## src/rtl/dm_bus_if.sv

```systemverilog
// Bundle of CPU M-stage, DMA and data-memory port signals around the DM arbiter.
// The slave modport is the arbiter's view. The master modport is the view of the requesters and the memory.
interface dm_bus_if;
  logic        cpu_req;
  logic [31:0] cpu_addr;
  logic [31:0] cpu_wdata;
  logic [3:0]  cpu_byteen;
  logic [31:0] cpu_rdata;
  logic        cpu_stall;
  logic        dma_req;
  logic [31:0] dma_addr;
  logic [31:0] dma_wdata;
  logic [3:0]  dma_byteen;
  logic        dma_gnt;
  logic [31:0] dma_rdata;
  logic        dma_rvalid;
  logic [31:0] mem_addr;
  logic [31:0] mem_wdata;
  logic [3:0]  mem_byteen;
  logic [31:0] mem_rdata;
  logic        mem_owner;

  modport slave (
    input  cpu_req, cpu_addr, cpu_wdata, cpu_byteen,
    input  dma_req, dma_addr, dma_wdata, dma_byteen,
    input  mem_rdata,
    output cpu_rdata, cpu_stall, dma_gnt, dma_rdata, dma_rvalid,
    output mem_addr, mem_wdata, mem_byteen, mem_owner
  );

  modport master (
    output cpu_req, cpu_addr, cpu_wdata, cpu_byteen,
    output dma_req, dma_addr, dma_wdata, dma_byteen,
    output mem_rdata,
    input  cpu_rdata, cpu_stall, dma_gnt, dma_rdata, dma_rvalid,
    input  mem_addr, mem_wdata, mem_byteen, mem_owner
  );
endinterface

```

## src/rtl/dm_bus_arbiter.sv

```systemverilog
// Data-memory arbiter: the CPU has fixed priority, and an aging counter forces DMA grants.
// DMA bursts are capped in length, and each burst is followed by one guaranteed CPU slot.
module dm_bus_arbiter #(
  parameter int MAX_WAIT  = 8,
  parameter int BURST_MAX = 4
) (
  input  logic     clk,
  input  logic     reset,
  dm_bus_if.slave  bus
);
  typedef enum logic [1:0] {CPU_PRI, DMA_OWN, COOLDOWN} state_e;

  localparam logic [7:0] MW = 8'(MAX_WAIT);
  localparam logic [3:0] BM = 4'(BURST_MAX);

  state_e      state_q, state_d;
  logic [7:0]  wait_q, wait_d;
  logic [3:0]  beat_q, beat_d;
  logic        rvalid_q, rvalid_d;
  logic [31:0] rdata_q, rdata_d;
  logic        cpu_gnt, dma_gnt;
  logic [7:0]  wait_inc;

  assign wait_inc = (wait_q == MW) ? wait_q : wait_q + 8'd1;

  // Grants are held low while reset is asserted, so no beat lands on the reset edge.
  always_comb begin
    state_d = state_q;
    wait_d  = wait_q;
    beat_d  = beat_q;
    cpu_gnt = 1'b0;
    dma_gnt = 1'b0;
    if (!reset) begin
      case (state_q)
        CPU_PRI: begin
          dma_gnt = bus.dma_req && (!bus.cpu_req || wait_q == MW);
          cpu_gnt = bus.cpu_req && !dma_gnt;
          if (dma_gnt) begin
            wait_d  = 8'd0;
            beat_d  = 4'd1;
            state_d = (BM == 4'd1) ? COOLDOWN : DMA_OWN;
          end else if (bus.dma_req) begin
            wait_d = wait_inc;
          end else begin
            wait_d = 8'd0;
          end
        end
        DMA_OWN: begin
          dma_gnt = bus.dma_req;
          if (bus.dma_req) beat_d = beat_q + 4'd1;
          if (!bus.dma_req || beat_q + 4'd1 == BM) state_d = COOLDOWN;
        end
        COOLDOWN: begin
          cpu_gnt = bus.cpu_req;
          if (bus.dma_req) wait_d = wait_inc;
          state_d = CPU_PRI;
        end
        default: state_d = CPU_PRI;
      endcase
    end
  end

  always_comb begin
    rvalid_d = dma_gnt && (bus.dma_byteen == 4'h0);
    rdata_d  = rvalid_d ? bus.mem_rdata : rdata_q;
  end

  always_ff @(posedge clk or posedge reset) begin
    if (reset) begin
      state_q  <= CPU_PRI;
      wait_q   <= 8'd0;
      beat_q   <= 4'd0;
      rvalid_q <= 1'b0;
      rdata_q  <= 32'd0;
    end else begin
      state_q  <= state_d;
      wait_q   <= wait_d;
      beat_q   <= beat_d;
      rvalid_q <= rvalid_d;
      rdata_q  <= rdata_d;
    end
  end

  // With no grant, the address follows the CPU and the byte enables are zero.
  assign bus.mem_addr   = dma_gnt ? bus.dma_addr  : bus.cpu_addr;
  assign bus.mem_wdata  = dma_gnt ? bus.dma_wdata : bus.cpu_wdata;
  assign bus.mem_byteen = dma_gnt ? bus.dma_byteen : (cpu_gnt ? bus.cpu_byteen : 4'h0);
  assign bus.mem_owner  = dma_gnt;
  assign bus.dma_gnt    = dma_gnt;
  assign bus.cpu_rdata  = cpu_gnt ? bus.mem_rdata : 32'd0;
  assign bus.cpu_stall  = bus.cpu_req && !cpu_gnt && !reset;
  assign bus.dma_rdata  = rdata_q;
  assign bus.dma_rvalid = rvalid_q;
endmodule

```

## src/flat_wrapper.sv

```systemverilog
// flat-port wrapper written by rule: the top's interface ports become plain ports
module dm_bus_arbiter_flat 
#(
  parameter int MAX_WAIT  = 8,
  parameter int BURST_MAX = 4
)
  (clk, reset, bus_cpu_req, bus_cpu_addr, bus_cpu_wdata, bus_cpu_byteen, bus_dma_req, bus_dma_addr, bus_dma_wdata, bus_dma_byteen, bus_mem_rdata, bus_cpu_rdata, bus_cpu_stall, bus_dma_gnt, bus_dma_rdata, bus_dma_rvalid, bus_mem_addr, bus_mem_wdata, bus_mem_byteen, bus_mem_owner);
  dm_bus_if bus_i ();
  input  logic clk;
  input  logic reset;
  input wire logic [$bits(bus_i.cpu_req)-1:0] bus_cpu_req;
  input wire logic [$bits(bus_i.cpu_addr)-1:0] bus_cpu_addr;
  input wire logic [$bits(bus_i.cpu_wdata)-1:0] bus_cpu_wdata;
  input wire logic [$bits(bus_i.cpu_byteen)-1:0] bus_cpu_byteen;
  input wire logic [$bits(bus_i.dma_req)-1:0] bus_dma_req;
  input wire logic [$bits(bus_i.dma_addr)-1:0] bus_dma_addr;
  input wire logic [$bits(bus_i.dma_wdata)-1:0] bus_dma_wdata;
  input wire logic [$bits(bus_i.dma_byteen)-1:0] bus_dma_byteen;
  input wire logic [$bits(bus_i.mem_rdata)-1:0] bus_mem_rdata;
  output wire logic [$bits(bus_i.cpu_rdata)-1:0] bus_cpu_rdata;
  output wire logic [$bits(bus_i.cpu_stall)-1:0] bus_cpu_stall;
  output wire logic [$bits(bus_i.dma_gnt)-1:0] bus_dma_gnt;
  output wire logic [$bits(bus_i.dma_rdata)-1:0] bus_dma_rdata;
  output wire logic [$bits(bus_i.dma_rvalid)-1:0] bus_dma_rvalid;
  output wire logic [$bits(bus_i.mem_addr)-1:0] bus_mem_addr;
  output wire logic [$bits(bus_i.mem_wdata)-1:0] bus_mem_wdata;
  output wire logic [$bits(bus_i.mem_byteen)-1:0] bus_mem_byteen;
  output wire logic [$bits(bus_i.mem_owner)-1:0] bus_mem_owner;
  assign bus_i.cpu_req = bus_cpu_req;
  assign bus_i.cpu_addr = bus_cpu_addr;
  assign bus_i.cpu_wdata = bus_cpu_wdata;
  assign bus_i.cpu_byteen = bus_cpu_byteen;
  assign bus_i.dma_req = bus_dma_req;
  assign bus_i.dma_addr = bus_dma_addr;
  assign bus_i.dma_wdata = bus_dma_wdata;
  assign bus_i.dma_byteen = bus_dma_byteen;
  assign bus_i.mem_rdata = bus_mem_rdata;
  assign bus_cpu_rdata = bus_i.cpu_rdata;
  assign bus_cpu_stall = bus_i.cpu_stall;
  assign bus_dma_gnt = bus_i.dma_gnt;
  assign bus_dma_rdata = bus_i.dma_rdata;
  assign bus_dma_rvalid = bus_i.dma_rvalid;
  assign bus_mem_addr = bus_i.mem_addr;
  assign bus_mem_wdata = bus_i.mem_wdata;
  assign bus_mem_byteen = bus_i.mem_byteen;
  assign bus_mem_owner = bus_i.mem_owner;
  dm_bus_arbiter #(.MAX_WAIT(MAX_WAIT), .BURST_MAX(BURST_MAX)) u_core (.clk(clk), .reset(reset), .bus(bus_i));
endmodule
```

## config.mk

```make
export PLATFORM = sky130hd
export DESIGN_NAME = dm_bus_arbiter_flat
export DESIGN_NICKNAME = d
export VERILOG_FILES = /design/src/rtl/dm_bus_if.sv /design/src/rtl/dm_bus_arbiter.sv /design/src/flat_wrapper.sv
export SDC_FILE = /design/constraint.sdc
export NUM_CORES = 1
export LEC_CHECK = 0
export BUFFER_PORTS_ARGS = -buffer_cell sky130_fd_sc_hd__buf_2
export CAP_MARGIN = 25
export CORE_AREA = 3 3 119 121
export CTS_CLUSTER_DIAMETER = 150
export DETAILED_ROUTE_END_ITERATION = 7
export DIE_AREA = 0 0 122 124
export PLACE_DENSITY = 0.56
export SLEW_MARGIN = 25
export SYNTH_ARGS = -nofsm -noshare
export SYNTH_HDL_FRONTEND = slang
export SYNTH_SLANG_ARGS = --single-unit
```

## constraint.sdc

```tcl
create_clock -name clk -period 3.3 [get_ports clk]
set_clock_uncertainty 0.05 [all_clocks]
set_input_delay 0.495 -clock clk [delete_from_list [all_inputs] [get_ports clk]]
set_output_delay 0.495 -clock clk [all_outputs]
set_load 0.02 [all_outputs]
```

=== Word level (Yosys, flattened, before mapping) ===
Cells that the tools add are included.

* Register bits: 47
* Logic and storage cells: 55

* $add $sub $neg: 2
* Equality and inequality tests: 8
* Multiplexer cells: 20
* Bitwise logic cells: 1
* Reductions and logical operators: 19

{| class="wikitable"
|+ Operator list
! kind !! number
|-
| two-way mux 32 bit || 3
|-
| two-way mux 8 bit || 4
|-
| two-way mux 4 bit || 4
|-
| case mux 8 bit (2 select lines) || 1
|-
| adder 8 x 1 -> 8 bit, second input constant || 1
|-
| == test 8 x 4 -> 1 bit, second input constant || 1
|-
| case mux 4 bit (2 select lines) || 1
|-
| AND reduction 3 bit || 2
|-
| logical AND 1 bit || 5
|-
| zero test 1 bit || 5
|-
| adder 4 x 1 -> 4 bit, second input constant || 1
|-
| == test 4 x 3 -> 1 bit, second input constant || 1
|-
| zero test 4 bit || 1
|-
| two-way mux 2 bit || 2
|-
| != test 2 x 1 -> 1 bit, second input constant || 2
|-
| != test 2 bit, second input constant || 2
|-
| case mux 1 bit (2 select lines) || 2
|-
| case mux 2 bit (2 select lines) || 1
|-
| AND reduction 4 bit || 1
|-
| nonzero test 2 bit || 2
|-
| == test 2 x 1 -> 1 bit, second input constant || 1
|-
| == test 2 bit, second input constant || 1
|-
| zero test 2 bit || 1
|-
| logical OR 1 bit || 2
|-
| other kinds (2) || 3
|}

=== Longest topological paths before layout ===
Gate-level depths: netlist of the first run.

* Depth in word-level cells: 10
* Gate-level depth with buffers: 9

=== Worst setup path after synthesis of the first run ===
Ideal clock, no wire load.

* Path kind: input to output
* Start point: input port reset
* End point: output port bus_cpu_rdata[22]
* Arrival time: 2.715 ns
* Data required time: 2.755 ns
* Setup slack: 0.040 ns
* Stages on the path: 5
* Path through: inv_1 nand2_1 a311oi_2 clkbuf_1 and2_1

* Cells in the longest elaborated chain, start to end: 2

{| class="wikitable"
|+ Ends and longest elaborated chain
! item !! line !! RTL
|-
| from (decl) || flat_wrapper.sv:10 || <nowiki>input logic reset;</nowiki>
|-
| two-way mux 1 bit || dm_bus_arbiter.sv:33 || <nowiki>if (!reset) begin</nowiki>
|-
| two-way mux 32 bit || dm_bus_arbiter.sv:90 || <nowiki>assign bus.cpu_rdata = cpu_gnt ? bus.mem_rdata : 32'd0;</nowiki>
|-
| to (decl) || flat_wrapper.sv:20 || <nowiki>output wire logic [$bits(bus_i.cpu_rdata)-1:0] bus_cpu_rdata;</nowiki>
|}

Every way passes these cells.

=== Worst setup path after layout of the first run ===
* Start point: register u_core.wait_q[0]
* End point: output port bus_mem_addr[7]

* Cells in the longest elaborated chain, start to end: 6

{| class="wikitable"
|+ Ends and longest elaborated chain
! item !! line !! RTL
|-
| from (decl) || dm_bus_arbiter.sv:17 || <nowiki>logic [7:0] wait_q, wait_d;</nowiki>
|-
| from (signal assigned) || dm_bus_arbiter.sv:77 || <nowiki>wait_q <= wait_d;</nowiki>
|-
| == test 8 x 4 -> 1 bit || dm_bus_arbiter.sv:36 || <nowiki>dma_gnt = bus.dma_req && (!bus.cpu_req || wait_q == MW);</nowiki>
|-
| logical OR 1 bit || dm_bus_arbiter.sv:36 ||
|-
| logical AND 1 bit || dm_bus_arbiter.sv:36 ||
|-
| case mux 1 bit (2 select lines) || dm_bus_arbiter.sv:34 || <nowiki>case (state_q)</nowiki>
|-
| two-way mux 1 bit || dm_bus_arbiter.sv:33 ||
|-
| two-way mux 32 bit || dm_bus_arbiter.sv:85 || <nowiki>assign bus.mem_addr = dma_gnt ? bus.dma_addr : bus.cpu_addr;</nowiki>
|-
| to (decl) || flat_wrapper.sv:25 || <nowiki>output wire logic [$bits(bus_i.mem_addr)-1:0] bus_mem_addr;</nowiki>
|}

Every way passes these cells.

==> summary.md, run 1 <==
| Metric | Value |
|---|---|
| Status | finished clean |
| Clock Tree Root | clkbuf_16 |
| Clock transition at path regs | 0.06 ns |
| H-tree depth | 2 |
| Commonest non-fill, non-tap cell in the layout | buf_2 |
| Simple-gate share of the synthesized area | 0.137 |
| Largest family of logic cells by synthesized area | multiplexers |
| Reg2reg setup slack | 0.83 ns |
| Crit path required time | 2.75 ns |
| Max Cap Viol | 0 |
| Post-Syn Nets | 461 |
| Final Hold Fails | 0 |
| Cells after Synth | 285 |
| Setup Viol. Count Final | 0 |
| Period utilization | 0.953 |
| Total GRT Usage | 0.198 |
| Cts bufs inserted | 5 |
| N_diodes | 0 |
| 1st-iter DRT viols | 201 |
| Drt via density | 4.55 |
| Fillers | 1,341 |
| Vias in the first global route | 3,233 |
| Die H | 124 um |
| Cell type with the largest total area after synthesis | dfrtp_1 |
| Row count | 42 |
| IO Port Bufs | 307 |
| Mux contribution to synthesized area | 0.366 |
| Share of layout cells above drive strength 1 | 0.720 |
| Core Region | 13,200 um2 |
| Largest cells by area after synthesis | dfrtp_1 (36%), mux2_2 (22%), mux2_4 (13%) |
| Hold Path Class | input pin to async pin |
| CTS Hold Buffers Added | 0 |
| Later-pin clock latency in the skew report | 0.29 ns |
| Via count | 3,482 |
| R2R Path End | u_core.bus.dma_rdata[2] |
| Fin Hold WS | 0.373 ns |
| Fraction of the mapped netlist area in adder cells | 0.0152 |
| Max Slew Vio Count | 0 |
| Antenna violations before repair | 3 |
| Least-Margin Pin Slew | 0.633 ns |
| Nets | 765 |
| Reg2Reg Depth | 7 |
| Number of top-level pins | 308 |
| Seq cells post-synth | 47 |
| Worst r2r src | u_core.wait_q[0] |
| Setup crit start kind | register |
| Compound-cell area share of the yosys netlist | 0.0629 |
| Clk buf depth | 2 |
| Sequential share of the synthesized area | 0.356 |
| Setup Crit Path Kind | register to primary output |
| Post-Syn Area | 3300 um2 |
| Critical Path AT | 2.60 ns |
| Synth Area in XOR/XNOR | 0.0106 |
| Pin count of the biggest net entering global routing | 49 |
| Fin util | 0.394 |
| Most frequent cells in the layout | buf_2 (307), mux2_2 (65), dfrtp_1 (47) |
| Initial core utilization | 0.250 |
| Max Clock Freq | 318 MHz |
| DR WL/cell | 21.4 um |
| Synth top area share | 0.356 |
| Max_slew headroom | 0.578 |
| GR Overflow Total | 0 |
| CP Max Fanout | 24 |
| Syn. warnings | 0 |
| PwrDens | 560 nW/um2 |
| # DRC | 0 |
| Leakage | 2.92 nW |
| CTS tree | yes |
| Chip width | 122 um |
| Global-route wire length before repair | 21.2 mm |
| Post-CTS Setup Inserts | 0 |
| Final min period | 3.15 ns |
| Final ANT Viol Nets | 0 |
| Peak supply drop | 0.169 mV |
| Post-Syn Area per Cell | 11.6 um2 |
| WL final | 16.4 mm |
| RSZ-0062 raised after global routing | false |
| Layout area overhead | 57.3% |
| Synth cell types | 42 |
| Setup TNS after final layout | 0 ns |
| Sink Count | 47 |
| Die Area | 15,100 um2 |
| Routability congestion estimate | 0.937 |
| Power, Total | 2.91 mW |
| Final HPWL DP | 14.2 mm |
| First-pass detailed-route iteration total | 4 |
| Kind of end point of the critical path | primary output |
[what timing repair did]
item                       CTS  global route
cloned                       0             1
pin swaps                    0             0
gates resized for setup      1             3
setup endpoints to repair    6            47
[kinds of logic (layout without fill, tap and decap cells)]
group                    after synthesis  in the layout
AO/OA/AOI/OAI                         29             29
adder cells (fa/ha/maj)                4              4
XOR/XNOR                               4              4
AND/OR/NAND/NOR                       76             76
buffers and inverters                 27            331
flip-flops                            47             47
multiplexers                          98             98
[synthesized netlist by cell type]
cell type,number
mux2_4,29
mux2i_1,2
a21oi_1,6
nand4_1,1
a311oi_1,1
ha_1,4
or4_1,2
o31a_1,1
inv_1,9
a211oi_1,1
o31ai_1,1
nor3b_2,1
buf_6,6
nand2_1,11
and2_1,35
a31oi_1,3
nor4b_4,1
o22ai_1,1
a2111oi_2,1
or2_1,1
a21o_1,1
nor2_1,8
a311oi_2,1
mux2_1,2
dfrtp_1,47
xor2_1,3
o2bb2ai_1,1
nand2b_1,2
xnor2_1,1
inv_2,1
and3_1,2
a22o_1,5
nor3_1,1
o21ai_0,6
or3b_1,1
buf_2,1
mux2_2,65
buf_4,6
or4b_2,2
nand3_1,7
or3_1,1
clkbuf_1,4
[routing by layer]
metal  vias up  share of wire  track usage
met5         -         0.0020            0
met4         6          0.024       0.0658
met3        20           0.11       0.0599
met2       207           0.45        0.299
met1      1629           0.42        0.271
li1       1620              -            -
[area by class of cell]
type                       count  area (um2)  area share
multi-input combinational    211        1970       0.379
timing repair buffer         314        1630       0.313
sequential                    47        1180       0.226
tap                          176         220      0.0424
clock buffer                   6         129      0.0248
inverter                      10        42.5     0.00819
clock inverter                 1        30.0     0.00578
[how the worst max path moves through the flow]
stage | from | to | slack (ns) | depth (start not counted)
after floorplan | reset | bus_cpu_rdata[22] | 0.04 | 5
after CTS | u_core.wait_q[0] | bus_mem_addr[14] | 0.008 | 9
after global routing | u_core.wait_q[0] | bus_mem_addr[14] | 0.02 | 9
final | u_core.wait_q[0] | bus_mem_addr[7] | 0.15 | 9
after detailed placement | bus_dma_req | bus_mem_addr[14] | 0.28 | 7
after global placement | bus_dma_req | bus_mem_addr[14] | 0.31 | 7
[flip-flops by register name (all words and copies together) (netlist names)]
name,count
u_core.beat_q,4
u_core.bus.dma_rdata,32
u_core.bus.dma_rvalid,1
u_core.state_q,2
u_core.wait_q,8
[report_power, final]
group	total [mW]	switching (mW)	internal (mW)
clock network	0.564	0.210	0.354
logic	1.48	0.828	0.650
registers	0.869	0.131	0.737
[worst max-delay path, cell delays in order (launching register included)]
cell      delay (ns)
dfrtp_1         0.41
inv_1           0.10
ha_1            0.15
nor4b_4         0.28
a211oi_1        0.16
or2_4           0.30
clkinv_4        0.12
buf_16          0.19
mux2_2          0.41
buf_2           0.18
[stage by stage]
| stage | instances | area, um2 | worst slack, ns |
|---|---|---|---|
| 6_report | 765 | 5200 | 0.154 |
| 5_1_grt | 765 | 5200 | 0.0230 |
| 4_1_cts | 764 | 5160 | 0.00800 |
| 3_5_place_dp | 757 | 5000 | 0.277 |
| 3_3_place_gp | 757 | 5000 | 0.314 |
| 2_1_floorplan | 285 | 3300 | 0.0397 |
Note: power is estimated with default switching activity, not from simulation.
==> inputs of run 2 (changes only) <==
PLACE_DENSITY = 0.58   (was 0.56)
==> summary.md, run 2 (synthesis gave the netlist of run 1 again) <==
| Metric | Value |
|---|---|
| Kind of end point of the critical path | primary output |
| Row count | 42 (unchanged) |
| Post-placement cell count | 768 (+1.5%) |
| Worst path max stage delay | 0.41 ns (about the same) |
| Crit path required time | 2.75 ns (about the same) |
| Chip width | 122 um (unchanged) |
| Global-route wire length before repair | 22.5 mm (+6.4%) |
| CP max-delay cell | dfrtp_1 |
| IO Port Bufs | 307 (unchanged) |
| Clock Tree Root | clkbuf_16 |
| 1st-iter DRT viols | 176 (-12%) |
| Initial core utilization | 0.250 (unchanged) |
| Most frequent cells in the layout | buf_2 (307), mux2_2 (65), dfrtp_1 (47) |
| PwrDens | 553 nW/um2 (-1.2%) |
| N_diodes | 0 (unchanged) |
| WL final | 17.3 mm (+5.3%) |
| Final min period | 3.14 ns (-0.00134 ns) |
| Routability congestion estimate | 0.940 (+0.31%) |
| Sink Count | 47 (unchanged) |
| Reg2Reg Depth | 7 (unchanged) |
| Setup TNS after final layout | 0 ns (unchanged) |
| Fin util | 0.397 (+0.00351) |
| Clock transition at path regs | 0.07 ns (about the same) |
| DR WL/cell | 22.2 um (+3.8%) |
| Antenna violations before repair | 6 (+3) |
| Leakage | 2.96 nW (+1.4%) |
| PostCTS Resize Cnt | 1 (unchanged) |
| Commonest non-fill, non-tap cell in the layout | buf_2 |
| Status | finished clean |
| Vias in the first global route | 3,409 (+5.4%) |
| Share of layout cells above drive strength 1 | 0.727 (+0.00680) |
| Fillers | 1,342 (+0.075%) |
| Critical path, cell by cell | inv_1 -> ha_1 -> nor4b_4 -> a211oi_1 -> or2_4 -> clkinv_4 -> buf_12 -> mux2_1 -> buf_2 |
| CTS tree | yes |
| Die Area | 15,100 um2 (unchanged) |
| Via count | 3,597 (+3.3%) |
| WP buf/inv | 4 (unchanged) |
| Final ANT Viol Nets | 0 (unchanged) |
| Max reg flops | 32 (unchanged) |
| Later-pin clock latency in the skew report | 0.28 ns (about the same) |
| Pin count of the biggest net entering global routing | 49 (unchanged) |
| GR Overflow Total | 0 (unchanged) |
| Register area | 1180 um2 (unchanged) |
| Reg2reg setup slack | 0.88 ns (+0.05 ns) |
| Post-Layout Cell Count | 776 (+1.4%) |
| H-tree depth | 2 (unchanged) |
| Cts bufs inserted | 5 (unchanged) |
| First-pass detailed-route iteration total | 4 (unchanged) |
| Drt via density | 4.64 (+1.8%) |
| Setup Viol. Count Final | 0 (unchanged) |
| R2R Path End | u_core.bus.dma_rdata[30] |
| Number of top-level pins | 308 (unchanged) |
| Max_slew headroom | 0.559 (-0.0186) |
| Final HPWL DP | 15.2 mm (+6.8%) |
| Layout area overhead | 58.7% |
| Die H | 124 um (unchanged) |
| Period utilization | 0.953 (about the same) |
| CP top delay family | buffers and inverters |
| Worst r2r src | u_core.wait_q[0] |
| Setup crit start kind | register |
| Nets | 775 (+1.3%) |
| RSZ-0062 raised after global routing | false |
| Max Clock Freq | 318 MHz (about the same) |
| Core Region | 13,200 um2 (unchanged) |
| Clk buf depth | 2 (unchanged) |
| # DRC | 0 (unchanged) |
| Setup Crit Path Kind | register to primary output |
| Area occupied by multi-input gates | 1970 um2 (unchanged) |
| CTS Hold Buffers Added | 0 (unchanged) |
| Critical Path AT | 2.60 ns (about the same) |
| Hold Path Class | input pin to async pin |
| Final Hold Fails | 0 (unchanged) |
| Max Slew Vio Count | 0 (unchanged) |
| Power, Total | 2.90 mW (-0.35%) |
| Least-Margin Pin Slew | 0.660 ns (+0.0278 ns) |
| Peak supply drop | 0.197 mV (+16%) |
| CP Max Fanout | 21 (-13%) |
| Max Cap Viol | 0 (unchanged) |
| Total GRT Usage | 0.211 (+0.0122) |
| Post-CTS Setup Inserts | 0 (unchanged) |
[run 2: changes by cell type in the layout (fill, tap and decap cells not counted)]
| cell | delta |
|---|---|
| buf_16 | -1 |
| clkinvlp_4 | +1 |
| clkbuf_16 | -1 |
| clkbuf_1 | -1 |
| buf_4 | +11 |
| bufinv_16 | -1 |
| clkbuf_8 | +1 |
| clkinv_4 | +1 |
| buf_12 | +1 |
[run 2: metal layers]
layer	global-route usage	routed length [um]
met2	0.304	7410
met3	0.108	2260
met1	0.285	7340
met4	0.0364	144
met5	0	93
[run 2: through the flow]
stage | instance area [um2] | setup slack, ns | hold slack, ns
floorplan | 3300 | 0.0397 | 0.444
detailed placement | 5080 | 0.192 | 0.437
global route | 5240 | 0.0121 | 0.401
CTS | 5240 | 0.0278 | 0.397
global placement | 5080 | 0.242 | 0.438
finish | 5240 | 0.155 | 0.370
[run 2: power breakdown]
group	switching (mW)	total, mW	internal (mW)	leakage [nW]
combinational	0.847	1.51	0.664	2.26
sequential	0.127	0.864	0.737	0.619
clock	0.223	0.526	0.303	0.0731
total	1.20	2.90	1.70	2.96
[run 2: area by class of cell]
class | instances | area share
tap | 176 | 0.0420
clock inverter | 2 | 0.00310
timing repair buffer | 324 | 0.320
multi-input combinational | 211 | 0.376
sequential | 47 | 0.224
inverter | 10 | 0.00811
clock buffer | 6 | 0.0265
[run 2: how the worst max path moves through the flow]
| stage | startpoint | endpoint | cells after the start |
|---|---|---|---|
| after floorplan | reset | bus_cpu_rdata[22] | 5 |
| after global placement | bus_dma_req | bus_mem_addr[31] | 7 |
| final | u_core.wait_q[0] | bus_mem_addr[29] | 9 |
| after global routing | u_core.wait_q[0] | bus_mem_addr[29] | 9 |
| after CTS | u_core.wait_q[0] | bus_mem_addr[31] | 9 |
| after detailed placement | bus_dma_req | bus_mem_addr[31] | 7 |
[run 2: worst min-delay path: cells and delay by family]
family	cells	cell delay, ns
buffers and inverters	3	0.69
==> inputs of run 3 (changes only) <==
CORE_AREA = 2 2 121 123   (was 3 3 119 121)
DIE_AREA = 0 0 123 125   (was 0 0 122 124)
PLACE_DENSITY = 0.55   (was 0.58)
clock period = 3.66 ns   (was 3.3 ns; I/O delays follow)
==> summary.md, run 3 (synthesis gave the netlist of run 1 again) <==
| Metric | Value |
|---|---|
| Status | finished clean |
| # DRC | 0 (unchanged) |
| Setup Crit Path Kind | register to primary output |
| Layout area overhead | 57.0% |
| RSZ-0062 raised after global routing | false |
| Drt via density | 4.42 (-4.6%) |
| Cts bufs inserted | 5 (unchanged) |
| Die Area | 15,400 um2 (+1.6%) |
| Post-CTS Setup Inserts | 0 (unchanged) |
| Setup TNS after final layout | 0 ns (unchanged) |
| PwrDens | 512 nW/um2 (-7.5%) |
| Leakage | 2.91 nW (-1.7%) |
| Post-Layout Cell Count | 771 (-0.64%) |
| Max Cap Viol | 0 (unchanged) |
| Total GRT Usage | 0.181 (-0.0298) |
| Clk buf depth | 2 (unchanged) |
| Fillers | 1,439 (+7.2%) |
| Row count | 44 (+4.8%) |
| Sink Count | 47 (unchanged) |
| Critical Path AT | 2.74 ns (+0.14 ns) |
| Fin area | 5180 um2 (-1.1%) |
| Final min period | 3.34 ns |
| WL final | 14.6 mm (-15%) |
| Area occupied by multi-input gates | 1970 um2 (about the same) |
| Commonest non-fill, non-tap cell in the layout | buf_2 |
| Final HPWL DP | 12.4 mm (-18%) |
| Global-route wire length before repair | 20.3 mm (-10%) |
| Core Region | 14,200 um2 (+7.7%) |
| Clock Tree Root | clkbuf_16 |
| CTS Hold Buffers Added | 0 (unchanged) |
| Pin count of the biggest net entering global routing | 52 (+6.1%) |
| Hold Path Class | input pin to async pin |
| Power, Total | 2.65 mW (-8.5%) |
| Die H | 125 um (+0.81%) |
| Fin Hold WS | 0.436 ns (+0.0653 ns) |
| Initial core utilization | 0.233 (-0.0179) |
| Register area | 1180 um2 (unchanged) |
| First-pass detailed-route iteration total | 4 (unchanged) |
| CP Max Fanout | 51 (+140%) |
| Least-Margin Pin Slew | 0.646 ns (-0.0141 ns) |
| H-tree depth | 2 (unchanged) |
| Nets | 762 (-1.7%) |
| CTS tree | yes |
| Via count | 3,409 (-5.2%) |
| IO Port Bufs | 307 (unchanged) |
| Kind of end point of the critical path | primary output |
| Final Hold Fails | 0 (unchanged) |
| Vias in the first global route | 3,377 (-0.94%) |
| Antenna violations before repair | 6 (unchanged) |
| GR Overflow Total | 0 (unchanged) |
| Crit path required time | 3.06 ns (+0.31 ns) |
| N_diodes | 0 (unchanged) |
| Clock transition at path regs | 0.06 ns (about the same) |
| Routability congestion estimate | 1.03 (+9.7%) |
| Placed cell area | 5000 um2 (-1.7%) |
| Most frequent cells in the layout | buf_2 (307), mux2_2 (65), dfrtp_1 (47) |
| Period utilization | 0.914 |
| PostCTS Resize Cnt | 0 (-1) |
| DR WL/cell | 19.0 um (-15%) |
| Setup Viol. Count Final | 0 (unchanged) |
| Post-placement cell count | 763 (-0.65%) |
| Max reg flops | 32 (unchanged) |
| Max_slew headroom | 0.569 (+0.0102) |
| 1st-iter DRT viols | 138 (-22%) |
| Max Slew Vio Count | 0 (unchanged) |
| Final ANT Viol Nets | 0 (unchanged) |
| Share of layout cells above drive strength 1 | 0.717 (-0.00946) |
| Setup crit start kind | register |
| Later-pin clock latency in the skew report | 0.28 ns (about the same) |
| Max Clock Freq | 299 MHz |
| Peak supply drop | 0.176 mV (-11%) |
| Chip width | 123 um (+0.82%) |
| Number of top-level pins | 308 (unchanged) |
==> run 3: cell count changes in the layout (fill, tap and decap cells not counted) <==
cell,delta
or2_4,-1
clkinvlp_4,-1
clkbuf_1,+1
buf_4,-13
or3_4,+1
or2_1,+1
bufinv_16,+2
or3_2,-1
clkbuf_8,-1
clkinv_4,-2
inv_2,+1
==> run 3: layout make-up <==
| class | count | area share |
|---|---|---|
| Tap cell | 184 | 0.0444 |
| Multi-Input combinational cell | 211 | 0.381 |
| Clock inverter | 2 | 0.0116 |
| Timing Repair Buffer | 311 | 0.305 |
| Inverter | 10 | 0.00724 |
| Sequential cell | 47 | 0.227 |
| Clock buffer | 6 | 0.0249 |
==> run 3: layer usage <==
layer | share of wire | routed length [um] | GRT usage | vias to the layer above
met5 | 0.0041 | 60 | 0 | -
met4 | 0.013 | 189 | 0.0408 | 10
met3 | 0.094 | 1370 | 0.0529 | 20
met2 | 0.51 | 7430 | 0.330 | 187
met1 | 0.38 | 5580 | 0.205 | 1579
li1 | - | - | - | 1613
==> run 3: through the flow <==
stage,util,setup slack [ns]
2_1_floorplan,-,0.292
3_5_place_dp,0.352,0.489
5_1_grt,0.365,0.115
3_3_place_gp,0.351,0.560
6_report,0.365,0.316
4_1_cts,0.365,0.270
==> run 3: critical path, stage by stage, from the launching register on <==
cell      delay (ns)
dfrtp_1         0.41
inv_1           0.10
ha_1            0.15
nor4b_4         0.26
a211oi_1        0.15
or2_1           0.30
inv_2           0.19
buf_12          0.28
mux2_2          0.39
buf_2           0.18
==> run 3: final timing paths <==
| path | from | to | slack, ns | depth (start not counted) |
|---|---|---|---|---|
| max | u_core.wait_q[0] | bus_mem_wdata[3] | 0.32 | 9 |
| min | reset | u_core.wait_q[2] | 0.44 | 3 |
| max reg2reg | u_core.wait_q[0] | u_core.bus.dma_rdata[5] | 1.33 | 6 |
| min reg2reg | u_core.bus.dma_rdata[20] | u_core.bus.dma_rdata[20] | 0.45 | 1 |
| max in group asynchronous | reset | u_core.bus.dma_rdata[11] | 2.69 | 3 |
| min in group clk | u_core.bus.dma_rdata[20] | u_core.bus.dma_rdata[20] | 0.45 | 1 |
==> run 3: power breakdown <==
part	internal (mW)	switching, mW
Clock	0.392	0.188
Sequential	0.665	0.118
Combinational	0.572	0.720
